**src/rtl/logic_unit_mc.sv**
```systemverilog
// Multi-cycle bitwise logic unit: evaluates SLICE bits per clock, LSB slice first,
// and publishes result/zero only when the whole word is complete.
//
// state  | meaning
// S_IDLE | waiting for start; result/zero hold the last completed value
// S_RUN  | busy; one slice of the working result is written per clock
// S_DONE | one-cycle done pulse; start here is accepted back-to-back
module logic_unit_mc #(
  parameter int WIDTH = 32,
  parameter int SLICE = 8
) (
  input  logic             clk,
  input  logic             reset,
  input  logic             start,
  input  logic [2:0]       op,
  input  logic [WIDTH-1:0] a,
  input  logic [WIDTH-1:0] b,
  output logic             busy,
  output logic             done,
  output logic [WIDTH-1:0] result,
  output logic             zero
);

  localparam int N  = WIDTH / SLICE;
  localparam int IW = (N > 1) ? $clog2(N) : 1;
  localparam logic [IW-1:0] LAST = IW'(N - 1);

  typedef enum logic [1:0] {S_IDLE, S_RUN, S_DONE} state_t;

  state_t           state, state_nxt;
  logic [IW-1:0]    idx;
  logic [WIDTH-1:0] a_q, b_q, work, work_nxt;
  logic [2:0]       op_q;
  logic [SLICE-1:0] sa, sb, sr;
  logic             accept, last;
  int               base;

  always_ff @(posedge clk) begin
    if (reset) state <= S_IDLE;
    else       state <= state_nxt;
  end

  always_comb begin
    state_nxt = state;
    busy      = 1'b0;
    done      = 1'b0;
    accept    = 1'b0;
    case (state)
      S_IDLE: begin
        if (start) begin
          accept    = 1'b1;
          state_nxt = S_RUN;
        end
      end
      S_RUN: begin
        busy = 1'b1;
        if (idx == LAST) state_nxt = S_DONE;
      end
      S_DONE: begin
        done = 1'b1;
        if (start) begin
          accept    = 1'b1;
          state_nxt = S_RUN;
        end else begin
          state_nxt = S_IDLE;
        end
      end
      default: state_nxt = S_IDLE;
    endcase
  end

  assign last = (state == S_RUN) && (idx == LAST);

  // One shared SLICE-wide gate block, steered by the slice index.
  always_comb begin
    base = int'(idx) * SLICE;
    sa   = a_q[base +: SLICE];
    sb   = b_q[base +: SLICE];
    case (op_q)
      3'b000:  sr = sa & sb;
      3'b001:  sr = sa | sb;
      3'b010:  sr = sa ^ sb;
      3'b011:  sr = ~(sa | sb);
      3'b100:  sr = ~(sa & sb);
      3'b101:  sr = ~sa;
      3'b110:  sr = ~(sa ^ sb);
      default: sr = sa;
    endcase
    work_nxt = work;
    work_nxt[base +: SLICE] = sr;
  end

  always_ff @(posedge clk) begin
    if (reset) begin
      a_q    <= '0;
      b_q    <= '0;
      op_q   <= '0;
      idx    <= '0;
      work   <= '0;
      result <= '0;
      zero   <= 1'b1;
    end else if (accept) begin
      a_q  <= a;
      b_q  <= b;
      op_q <= op;
      idx  <= '0;
      work <= '0;
    end else if (state == S_RUN) begin
      work <= work_nxt;
      idx  <= last ? '0 : idx + 1'b1;
      // Only the completed word reaches the port; partial slices stay internal.
      if (last) begin
        result <= work_nxt;
        zero   <= (work_nxt == '0);
      end
    end
  end

endmodule

```
**config.mk**
```make
export PLATFORM = sky130hd
export DESIGN_NAME = logic_unit_mc
export DESIGN_NICKNAME = d
export VERILOG_FILES = /design/src/rtl/logic_unit_mc.sv
export SDC_FILE = /design/constraint.sdc
export NUM_CORES = 1
export LEC_CHECK = 0
export ABC_CLOCK_PERIOD_IN_PS = 5600
export CAP_MARGIN = 10
export CORE_MARGIN = 4
export CORE_UTILIZATION = 54
export CTS_BUF_LIST = sky130_fd_sc_hd__clkbuf_8 sky130_fd_sc_hd__clkbuf_16
export CTS_CLUSTER_SIZE = 20
export DETAILED_ROUTE_END_ITERATION = 16
export PLACE_DENSITY = 0.8
export SLEW_MARGIN = 20
export SYNTH_ARGS = -nofsm -noshare
export SYNTH_HDL_FRONTEND = slang
export SYNTH_SLANG_ARGS = --single-unit
```
**constraint.sdc**
```tcl
create_clock -name clk -period 5.6 [get_ports clk]
set_clock_uncertainty 0.1 [all_clocks]
set_input_delay 0.56 -clock clk [delete_from_list [all_inputs] [get_ports clk]]
set_output_delay 0.56 -clock clk [all_outputs]
set_load 0.02 [all_outputs]
```
======== Word level (Yosys, flattened, before mapping) ========
Index checks and enable logic that the tools add are counted.
W data, S select, Z words.
word-level totals
  register bits after elaboration ......... 136
  output and inout port bits .............. 35
cells by class
  add/sub/neg operators ................... 2
  equality and inequality tests ........... 11
  shifts and indexed selects .............. 4
  muxes and demuxes ....................... 11
  bitwise logic cells ..................... 8
  reduce and logical (&&, ||, !) cells .... 8
operators with widths
  kind                       number
  $shiftx A32 B6 Y8          2
  $pmux W8 S7                1
  $neg A5 Y33                1
  $shift A8 B33 Y32 const A  1
  $shiftx A8 B33 Y32         1
  $bwmux W32                 1
  $logic_not A32 Y1          1
  $not A8 Y8                 4
  $eq A3 B3 Y1 const B       3
  $and A8 B8 Y8              1
  $or A8 B8 Y8               1
  $xor A8 B8 Y8              1
  $eq A3 B2 Y1 const B       2
  $mux W2                    3
  $pmux W2 S3                1
  $mux W1                    5
  $eq A2 B2 Y1 const B       2
  $reduce_or A2 Y1           2
  $eq A3 B1 Y1 const B       1
  $logic_not A3 Y1           1
  $reduce_and A3 Y1          1
  $add A2 B1 Y2 const B      1
  $eq A2 B1 Y1 const B       1
  $logic_not A2 Y1           1
  5 further kinds            5

======== Depth between registers and ports, before layout ========
  depth in word-level cells ............... 7
  gate-level depth with buffers ........... 13

======== Worst setup path after synthesis ========
Ideal clock, no wire load.
  path type ............................... flip-flop to flip-flop
  from .................................... register idx[0]
  to ...................................... register zero
  data arrival time ....................... 3.777 ns
  slack ................................... 1.639 ns
  cell stages (with the launch flop) ...... 13
  buffers on the path ..................... 2
  cells stage by stage .................... dfxtp_1 -> buf_2 -> buf_1 -> mux4_2 -> inv_1 -> ha_1 -> mux2_1 -> o211a_1 -> a211o_1 -> a32o_1 -> nor4b_1 -> or4b_1 -> o31ai_2
between the ends
  word-level cells in the longest chain between the ends .. 7
RTL lines
  what                                         line        source
  start: declaration                           31          logic [IW-1:0] idx;
  start signal: assignment                     110         idx <= last ? '0 : idx + 1'b1;
  $shiftx A32 B6 Y8 (on tied branches)         77, 78
  $xor A8 B8 Y8, or another cell as far along  82, 86
  $not A8 Y8 (on tied branches)                86, 83, 84
  $pmux W8 S7                                  79          case (op_q)
  $shiftx A8 B33 Y32                           90          work_nxt[base +: SLICE] = sr;
  $bwmux W32                                   90
  $logic_not A32 Y1                            114         zero <= (work_nxt == '0);
  end signal: assignment                       114
  end: declaration                             21          output logic zero
Several ways; a longest one is shown, not always the timed one.
A chain may end at the register's enable or synchronous reset.

======== Worst setup path in the final report ========
  from .................................... register idx[1]
  to ...................................... register zero
Same word-level chain as after synthesis.

==> run summary <==
Max clock buf depth = 2
Worst skew pair latency = 420 ps
Final WS setup = 1250 ps
Die height = 119 µm
Worst IR Drop VDD = 0.000218 V
Compound-cell area share of the yosys netlist = 21.1%
PostCTS Resize Cnt = 0
Cell Area, Synth = 6590 µm²
Via count = 5,908
Final setup viols = 0
Count of cell types in the netlist = 52
Initial Utilization = 55.1%
First-pass GRT wire length = 28.9 mm
Final Wtd Congestion = 0.914
Synth Area in Simple Gates = 19.1%
GRT Residual Overflow = 0
Sequential-to-total area share from yosys stat = 41.3%
Iter 0 DRT Violations = 481
HPWL Detailed = 12.5 mm
HP Class = flop to flop
Largest family of logic cells by synthesized area = compound AO/OA/AOI/OAI gates
TritonCTS clock tree = yes
Fillers = 951
Detailed Route WL = 17.6 mm
Nets = 929
First-pass DRT Iterations = 5
Post-CTS Setup Inserts = 0
Setup_tns = 0 ps
Min Tclk post-route = 4350 ps
Die width = 119 µm
Slowest-stage cell, CP = dfxtp_1
Core area = 12,000 µm²
Worst path max stage delay = 600 ps
Total track usage = 25.4%
Post-Syn Instances = 770
DR WL/cell = 17.7 µm
IO Pins = 105
Leakage = 3.03 nW
Worst-path clk slew = 60 ps
Max frequency = 0.230 GHz
Number of global-route vias before repair = 5,863
Hold Vio Cnt, Final = 0
Slew @ Worst Pin = 1110 ps
Req. time, crit path = 5840 ps
Status = finished clean
PortBufs = 104
# hold bufs at CTS = 0
Synth Register Bits = 136
Syn Nets = 862
Area grow syn2layout = 22.9%
Fraction of layout cells with a size suffix above 1 = 8.03%
Rel. slew slack = 25.9%
DR DRC count = 0
CP max FO = 21
Final Max Slew Viols = 0
Die footprint = 14,000 µm²
Clock Tree Root = clkbuf_16
Most used cell, CP = mux2_2
XOR/XNOR share of the synthesized area = 0.266%
Row count = 40
Tcrit/Tclk final = 77.6%
Initial antenna violation count = 0
Max-Cap Viols = 0
H-tree depth = 4
Clock net sink count = 136
Largest net degree at the start of global routing = 104
Critical path type = flop to flop
CTS Buf Count = 17
Pwr dens = 290 nW/µm²
Post-synthesis area per instance = 8.56 µm²
RSZ-0062 raised after global routing = no
CP Capture Type = flop
Adder-cell share of the synthesized area = 4.17%
Post-route ant nets = 0
CP Cell Sequence = buf_4, mux2_2, mux2_2, inv_1, ha_1, mux2_1, o211a_1, o32ai_2, a2bb2oi_1, nand4_1, or4b_1, o31ai_2
Crit path DAT = 4590 ps
Mux cell area share after synthesis = 8.63%
Ant. Diodes = 0
Vias/cell = 5.94
Pre-CTS setup slack = 1160 ps
Yosys warnings = 0
Critical Path Source Type = flop
-- Yosys cell counts (all sizes together) --
| cell | instances | area [µm²] |
|---|---|---|
| nand2 | 150 | 563 |
| dfxtp | 136 | 2720 |
| a21oi | 82 | 410 |
| nor2 | 68 | 255 |
| a211oi | 59 | 443 |
| clkbuf | 43 | 161 |
| mux2 | 26 | 300 |
| ha | 22 | 275 |
| buf | 20 | 113 |
| inv | 20 | 75.1 |
| a2bb2oi | 16 | 140 |
| mux4 | 10 | 225 |
| nand3b | 10 | 75.1 |
| a32oi | 8 | 70.1 |
| nand4 | 7 | 43.8 |
| and2 | 6 | 37.5 |
| nor2b | 6 | 37.5 |
| nor3 | 6 | 30.0 |
| o211a | 6 | 60.1 |
| o21ai | 6 | 30.0 |
| o22ai | 6 | 37.5 |
| a22oi | 5 | 37.5 |
| nand3 | 5 | 25.0 |
| nor4b | 5 | 43.8 |
| clkinv | 4 | 15.0 |
| mux2i | 4 | 43.8 |
| nand2b | 4 | 25.0 |
| o32ai | 4 | 76.3 |
| nand4b | 3 | 26.3 |
| a211o | 2 | 17.5 |
| a32o | 2 | 20.0 |
| and3 | 2 | 12.5 |
| and4 | 2 | 17.5 |
| nor4 | 2 | 12.5 |
| o211ai | 2 | 15.0 |
| or3 | 2 | 12.5 |
| xnor2 | 2 | 17.5 |
| a2111o | 1 | 11.3 |
| a21o | 1 | 7.51 |
| and4b | 1 | 10.0 |
| nand4bb | 1 | 11.3 |
| o31ai | 1 | 12.5 |
| or4 | 1 | 7.51 |
| or4b | 1 | 10.0 |
-- final cells by class --
| class | count | area, µm² | area share (%) |
|---|---|---|---|
| clock buffer | 19 | 453 | 5.59 |
| multi-input combinational | 547 | 3520 | 43.4 |
| clock inverter | 10 | 45.0 | 0.556 |
| tap | 147 | 184 | 2.27 |
| timing repair buffer | 111 | 1090 | 13.4 |
| inverter | 24 | 90.1 | 1.11 |
| sequential | 136 | 2730 | 33.6 |
-- per-layer routing --
metal,vias up,routed length [µm],global-route usage [%]
li1,2859,-,-
met1,2809,7520,31.6
met2,201,8460,42.0
met3,39,1220,6.94
met4,0,420,9.92
met5,-,0,0
-- logic make-up (layout without fill, tap and decap cells) --
logic type	Yosys count	after routing
simple gates	282	282
compound gates	201	201
flops	136	136
buf+inv	87	164
mux	40	40
fa+ha+maj	22	22
xor+xnor	2	2
-- stage by stage --
stage / util [%] / cell area [µm²] / std cells / hold WS [ps] / power [W]
floorplan: - / 6590 / 770 / 332 / 0.00129
global placement: 63.6 / 7600 / 965 / 340 / 0.00140
detailed placement: 63.6 / 7600 / 965 / 347 / 0.00141
CTS: 67.7 / 8100 / 994 / 354 / 0.00236
global route: 67.8 / 8100 / 994 / 366 / 0.00244
finish: 67.8 / 8100 / 994 / 354 / 0.00235
-- worst max-delay path: cells and delay by family, from the launching register on --
| family | cells | cell delay, ps |
|---|---|---|
| buffers and inverters | 2 | 440 |
| flip-flops | 1 | 600 |
| AO/OA/AOI/OAI | 4 | 1160 |
| AND/OR/NAND/NOR | 2 | 730 |
| adder cells (fa/ha/maj) | 1 | 240 |
| multiplexers | 3 | 990 |
-- worst paths after layout --
check,start,slack [ps],cells after the start,endpoint
worst min register to register,a_q[4],350,2,a_q[4]
worst min-delay path,a_q[4],350,2,a_q[4]
worst max register to register,idx[1],1250,12,zero
worst max-delay path,idx[1],1250,12,zero
-- registers in the layout, summed over array words and instances (netlist names) --
name,cells
state,2
work,32
result,32
a_q,32
b_q,32
op_q,3
zero,1
idx,2
-- layout by cell type, fill, tap and decap left out, types with 3 or more instances in the layout --
| cell | count |
|---|---|
| nand2_1 | 150 |
| dfxtp_1 | 134 |
| clkdlybuf4s50_1 | 103 |
| a21oi_1 | 82 |
| nor2_1 | 68 |
| a211oi_1 | 59 |
| inv_1 | 25 |
| ha_1 | 22 |
| clkbuf_16 | 17 |
| a2bb2oi_1 | 16 |
| mux2_2 | 13 |
| mux2_1 | 11 |
| mux4_2 | 10 |
| nand3b_1 | 10 |
| a32oi_1 | 8 |
| nand4_1 | 7 |
| buf_4 | 7 |
| o211a_1 | 6 |
| o22ai_1 | 6 |
| nor3_1 | 6 |
| nor2b_1 | 5 |
| a22oi_1 | 5 |
| and2_1 | 5 |
| nor4b_1 | 5 |
| nand3_1 | 5 |
| clkinv_1 | 4 |
| o21ai_0 | 4 |
| nand2b_1 | 3 |
| mux2i_1 | 3 |
| nand4b_1 | 3 |
| o32ai_2 | 3 |
| clkinv_2 | 3 |
-- power breakdown --
| part | internal (W) | total (W) | leakage, nW | switching, W |
|---|---|---|---|---|
| sequential | 0.00101 | 0.00105 | 1.11 | 0.0000382 |
| combinational | 0.000161 | 0.000349 | 1.65 | 0.000188 |
| clock | 0.000567 | 0.000954 | 0.268 | 0.000388 |
| total | 0.00174 | 0.00235 | 3.03 | 0.000614 |
Power figures use the tool's default switching activity.
